## src/rtl/pixel_clock_monitor.sv

```systemverilog
// Measures the divided pixel clock against SYSTEM_CLOCK, detects stalls and
// holds the VGA timing generator in reset until the pixel clock is locked.
module pixel_clock_monitor #(
  parameter int DIV          = 4,
  parameter int WINDOW       = 256,
  parameter int TOL          = 1,
  parameter int LOCK_WINDOWS = 4,
  parameter int STALL        = 16,
  parameter int CNT_W        = $clog2(WINDOW + 1)
) (
  input  logic             SYSTEM_CLOCK,
  input  logic             reset_n,
  input  logic             pixel_clock,
  input  logic             fault_clr,
  output logic             pixel_enable,
  output logic             locked,
  output logic             pixel_reset,
  output logic             fault,
  output logic [CNT_W-1:0] edge_count
);

  localparam int EXPECT   = WINDOW / DIV;
  localparam int LO_BOUND = (EXPECT > TOL) ? (EXPECT - TOL) : 0;
  localparam int HI_BOUND = EXPECT + TOL;
  localparam int WIN_W    = (WINDOW > 1) ? $clog2(WINDOW) : 1;
  localparam int STALL_W  = $clog2(STALL + 1);
  localparam int RUN_W    = $clog2(LOCK_WINDOWS + 1);

  localparam logic [CNT_W-1:0]   LO_C       = CNT_W'(LO_BOUND);
  localparam logic [CNT_W-1:0]   HI_C       = CNT_W'(HI_BOUND);
  localparam logic [WIN_W-1:0]   WIN_LAST   = WIN_W'(WINDOW - 1);
  localparam logic [STALL_W-1:0] STALL_MAX  = STALL_W'(STALL);
  localparam logic [STALL_W-1:0] STALL_PRE  = STALL_W'(STALL - 1);
  localparam logic [RUN_W-1:0]   RUN_TARGET = RUN_W'(LOCK_WINDOWS);

  localparam logic [0:0] ST_UNLOCKED = 1'b0;
  localparam logic [0:0] ST_LOCKED   = 1'b1;

  logic               pix_q;
  logic               rise;
  logic [WIN_W-1:0]   win_cnt;
  logic [CNT_W-1:0]   acc;
  logic [CNT_W-1:0]   measured;
  logic [STALL_W-1:0] stall_cnt;
  logic               win_end;
  logic               win_good;
  logic               stall_evt;
  logic               bad_evt;
  logic [0:0]         state;
  logic [0:0]         state_nxt;
  logic [RUN_W-1:0]   good_run;
  logic [RUN_W-1:0]   good_run_nxt;
  logic               fault_set;
  logic               next_locked;

  assign rise      = pixel_clock & ~pix_q;
  assign win_end   = (win_cnt == WIN_LAST);
  // The rise landing in the final window cycle belongs to that window.
  assign measured  = acc + CNT_W'(rise);
  assign win_good  = (measured >= LO_C) && (measured <= HI_C);
  assign stall_evt = !rise && (stall_cnt == STALL_PRE);
  // A stall always spoils the window, even if the edge count looked fine.
  assign bad_evt   = stall_evt || (win_end && !win_good);

  always_comb begin
    state_nxt    = state;
    good_run_nxt = good_run;
    fault_set    = 1'b0;
    case (state)
      ST_UNLOCKED: begin
        if (bad_evt) begin
          good_run_nxt = '0;
        end else if (win_end) begin
          if (good_run + RUN_W'(1) == RUN_TARGET) begin
            state_nxt    = ST_LOCKED;
            good_run_nxt = '0;
          end else begin
            good_run_nxt = good_run + RUN_W'(1);
          end
        end
      end
      default: begin
        if (bad_evt) begin
          state_nxt    = ST_UNLOCKED;
          good_run_nxt = '0;
          fault_set    = 1'b1;
        end
      end
    endcase
  end

  assign next_locked = (state_nxt == ST_LOCKED);

  always_ff @(posedge SYSTEM_CLOCK) begin
    if (!reset_n) begin
      pix_q        <= 1'b0;
      pixel_enable <= 1'b0;
      win_cnt      <= '0;
      acc          <= '0;
      edge_count   <= '0;
      stall_cnt    <= '0;
      state        <= ST_UNLOCKED;
      good_run     <= '0;
      locked       <= 1'b0;
      pixel_reset  <= 1'b1;
      fault        <= 1'b0;
    end else begin
      pix_q        <= pixel_clock;
      pixel_enable <= rise;

      if (win_end) begin
        win_cnt    <= '0;
        acc        <= '0;
        edge_count <= measured;
      end else begin
        win_cnt <= win_cnt + WIN_W'(1);
        if (rise) begin
          acc <= acc + CNT_W'(1);
        end
      end

      if (rise) begin
        stall_cnt <= '0;
      end else if (stall_cnt != STALL_MAX) begin
        stall_cnt <= stall_cnt + STALL_W'(1);
      end

      state       <= state_nxt;
      good_run    <= good_run_nxt;
      locked      <= next_locked;
      pixel_reset <= ~next_locked;

      // Losing lock outranks a clear arriving in the same cycle.
      if (fault_set) begin
        fault <= 1'b1;
      end else if (fault_clr) begin
        fault <= 1'b0;
      end
    end
  end

endmodule

```

## config.mk

```make
export PLATFORM = sky130hd
export DESIGN_NAME = pixel_clock_monitor
export DESIGN_NICKNAME = d
export VERILOG_FILES = /design/src/rtl/pixel_clock_monitor.sv
export SDC_FILE = /design/constraint.sdc
export NUM_CORES = 1
export LEC_CHECK = 0
export CAP_MARGIN = 20
export CORE_MARGIN = 1.5
export CORE_UTILIZATION = 40
export CTS_CLUSTER_DIAMETER = 100
export DETAILED_ROUTE_END_ITERATION = 6
export PLACE_DENSITY_LB_ADDON = 0.2
export SKIP_CTS_REPAIR_TIMING = 1
export SLEW_MARGIN = 20
export SYNTH_ARGS = -nofsm -noshare
export SYNTH_HDL_FRONTEND = slang
export SYNTH_SLANG_ARGS = --single-unit
```

## constraint.sdc

```tcl
create_clock -name SYSTEM_CLOCK -period 7.1 [get_ports SYSTEM_CLOCK]
set_clock_uncertainty 0.2 [all_clocks]
set_input_delay 1.42 -clock SYSTEM_CLOCK [delete_from_list [all_inputs] [get_ports SYSTEM_CLOCK]]
set_output_delay 1.42 -clock SYSTEM_CLOCK [all_outputs]
set_load 0.05 [all_outputs]
```

==> summary.md <==
* complete, but fails checks — result of the run
* design-rule violations — violated checks
* 5102 um^2 — Total Die Area
* 71.43 um — Die X
* dfxtp_1 — library cell occupying the most area in the post-synthesis netlist
* 2.972 ns — Final Worst Setup Slack
* 2.654 ns — Setup WS pre-CTS
* 0.2880 ns — hold slack final
* 0.08999 mW — net switching component of the power
* 4.128 ns — time the worst path needs with I/O delays and setup
* 0.07 ns — clock-pin slew reported for the worst setup and hold paths after clock tree synthesis
* dfxtp_1 (42%), ha_1 (6.7%), xnor2_1 (6.5%), xor2_1 (4.7%), nor2_1 (4.2%) — synth top area cells
* 2.672% — proportion of synthesized area in mux cells
* 0 — count of endpoints failing hold in the final timing report
* pix_q — launch instance of the worst register-to-register path
* 236 — final-stage net count
* 14.56% — total routing resource utilization after global routing
* 0 — number of setup violations in the final report
* 0 — number of maximum-capacitance constraint violations
* 7 — Max Fanout on Critical Path
* 0.8690 nW — Leakage Power
* 780.7 um^2 — storage element area
* 3258 um — wirelength, routed
* win_cnt[0] — start point of the worst hold path
* 189.4 nW/um^2 — total power divided by cell area
* 2349 um — HPWL reported at the end of detailed placement
* 1008 um^2 — multi-input combinational cell area
* 0 — number of warnings issued by yosys
* 15.50% — area grow syn2layout
* simple AND/OR/NAND/NOR gates — largest family of logic cells by synthesized area
* 39.7% — share of power burned in the clock network
* 220 — total nets after synthesis
* 21.96% — Sw Share
* 0.2422 GHz — top achievable clock speed
* 44 — number of violations reported at the end of detailed-routing iteration 0
* 7.10 ns — Worst EP required
* 0 — number of nets with antenna violations after routing
* 0 ns — setup total negative slack
* 0.4097 mW — post-route total power
* 11.22% — area share of xor/xnor cells in the synthesized design
* 0 — Remaining Overflow, GRT
* 206 — cell count after synthesis
* no — RSZ-0062 raised after global routing
* 22 — largest net degree at the start of global routing
* 9.753% — share of the synthesized area in compound gates (AO/OA/AOI/OAI)
* 5 — TritonCTS buffer count
* 42.15% — initial core utilization
* 24 — site row count
* 39 — count of state elements after synthesis
* 1416 — overall via count from detail_route
* 39 — number of clock sinks
* 41.68% — sequential share of the synthesized area
* 5.0% — proportion of power drawn by combinational gates
* flip-flop — endpoint kind of the worst setup timing path
* 0 — antenna violations before repair
* 5858 um — first-pass GRT wire length
* 0.1118 mV — worst voltage drop across the vdd grid
* 2 — buffer depth of the longest clock path
* 2 — H-tree lvl count
* 1303 — vias in the first global route
* 0 — antenna fix cells
* 58.15% — post-route clock period utilization
* 16 — number of port buffers
* 0.3197 mW — internal power
* 5.149 — average via count per standard cell
* 37 — count of distinct cell types in the synthesized netlist
* 0.6537 ns — Tightest Pin Transition
* 4.13 ns — arrival time of the worst setup path
* 23.51% — simple-gate area share of the yosys netlist
* 17 — IO Count
* clkbuf_8 — root buf cell
* 56.42% — Rel. slew slack
* 2 — final routed DRC violation total
* 0 — number of max-slew violations in the final report
* input pin to flip-flop — Setup CP Type
* built — CTS tree
* flip-flop to flip-flop — worst hold-check path type
* 41.68% — Synth top area share
* 11.85 um — wire length per cell after detailed routing
* pixel_clock — timing startpoint of the critical path
* 55.3% — sequential share of power
* 7 — router iterations before antenna repair
* 1873 um^2 — post-synthesis cell area
* 0.8014 — routability cong.
* 71.43 um — Die Span Y
* input pin — nature of the critical path startpoint
* 5.830% — share of final-layout standard cells stronger than drive strength 1
* 0.28 ns — insertion delay to the later sink of the worst-skew pair
* 9.092 um^2 — post-synthesis average cell area
* 422 — number of fillers in the final layout
* 6.680% — Adder-Cell Fraction of Synth Area
* 4444 um^2 — core footprint
## per-layer routing
| layer | part of all wire, % | global-route usage [%] | vias up |
|---|---|---|---|
| li1 | - | - | 745 |
| met1 | 51 | 19.24 | 646 |
| met2 | 44 | 23.05 | 21 |
| met3 | 3.4 | 3.376 | 4 |
| met4 | 1.4 | 5.769 | 0 |
| met5 | 0 | 0 | - |
## state kept, by name, summed over array words and instances, names as in the netlist
signal,flops
pixel_reset,1
good_run,3
acc,9
pixel_enable,1
state,1
win_cnt,8
stall_cnt,5
edge_count,9
pix_q,1
fault,1
## placed cells by master, fill, tap and decap left out, drive strengths merged, types with 2 or more instances in the layout
| cell | n |
|---|---|
| or4b | 2 |
| dfxtp | 39 |
| a21oi | 4 |
| nor3 | 10 |
| and4 | 2 |
| nor2 | 22 |
| xor2 | 10 |
| a22oi | 3 |
| or3 | 3 |
| and2 | 6 |
| mux2i | 5 |
| clkbuf | 7 |
| ha | 10 |
| and3 | 3 |
| nand3b | 2 |
| nor2b | 3 |
| nand4 | 4 |
| xnor2 | 14 |
| nand2b | 2 |
| o21ai | 5 |
| nand3 | 8 |
| inv | 10 |
| o211a | 6 |
| clkdlybuf4s50 | 16 |
| nand2 | 17 |
## kinds of logic after synthesis
| family | count (synthesis) |
|---|---|
| DFF | 39 |
| xor gates and xnor gates | 24 |
| AOI/OAI and AO/OA | 24 |
| adders and majority gates | 10 |
| buffers and inverters | 18 |
| muxes | 5 |
| and+or+nand+nor | 86 |
## critical path, stage by stage
cell and delay, ns:
clkdlybuf4s50_1 0.47, nand2b_1 0.10, inv_1 0.19, ha_1 0.18
ha_1 0.22, nand3_2 0.17, o21a_1 0.25, nor4_1 0.23
mux2i_1 0.13, or4b_1 0.58, a22oi_1 0.20
## worst paths after layout
path,to,slack [ns],depth (start not counted)
min reg2reg,win_cnt[0],0.29,1
max reg2reg,good_run[2],4.21,10
max,good_run[2],2.97,11
min,win_cnt[0],0.29,1
## power groups by stage
| stage | Clock, mW | Combinational (mW) | Sequential (mW) |
|---|---|---|---|
| after floorplan | 0 | 0.0138 | 0.232 |
| after global placement | 0 | 0.0204 | 0.232 |
| after detailed placement | 0 | 0.0207 | 0.232 |
| after CTS | 0.169 | 0.0208 | 0.227 |
| after global routing | 0.178 | 0.0240 | 0.228 |
| final | 0.163 | 0.0205 | 0.227 |
## through the flow
stage / util, % / instances / cell area (um^2)
after floorplan: - / 206 / 1873
after global placement: 46.34 / 267 / 2059
after detailed placement: 46.34 / 267 / 2059
after CTS: 48.68 / 275 / 2163
after global routing: 48.68 / 275 / 2163
final: 48.68 / 275 / 2163
## synth_stat cells (all sizes together)
| cell | instances |
|---|---|
| or4b | 2 |
| xnor2 | 14 |
| and3 | 3 |
| o21ai | 5 |
| nand2b | 2 |
| a21oi | 4 |
| o31ai | 1 |
| nand2 | 17 |
| nor2 | 22 |
| nor3 | 10 |
| a22oi | 3 |
| or3 | 3 |
| clkbuf | 5 |
| nand3b | 2 |
| and4 | 2 |
| or2 | 1 |
| nor4 | 1 |
| and2 | 6 |
| o221a | 1 |
| a31o | 1 |
| dfxtp | 39 |
| ha | 10 |
| mux2i | 5 |
| buf | 3 |
| o221ai | 1 |
| nand3 | 8 |
| o21a | 1 |
| nor2b | 3 |
| nand4 | 4 |
| inv | 10 |
| xor2 | 10 |
| o2111a | 1 |
| o211a | 6 |
## final cells by class
class,count,area share (%)
clock buffers,7,4.453
clock inverters,1,0.3470
inverters,10,1.735
multi-input cells,149,46.62
flip-flops and latches,39,36.09
well taps,52,3.008
repair buffers,17,7.750
No activity file was read; power rests on OpenSTA's default activity.
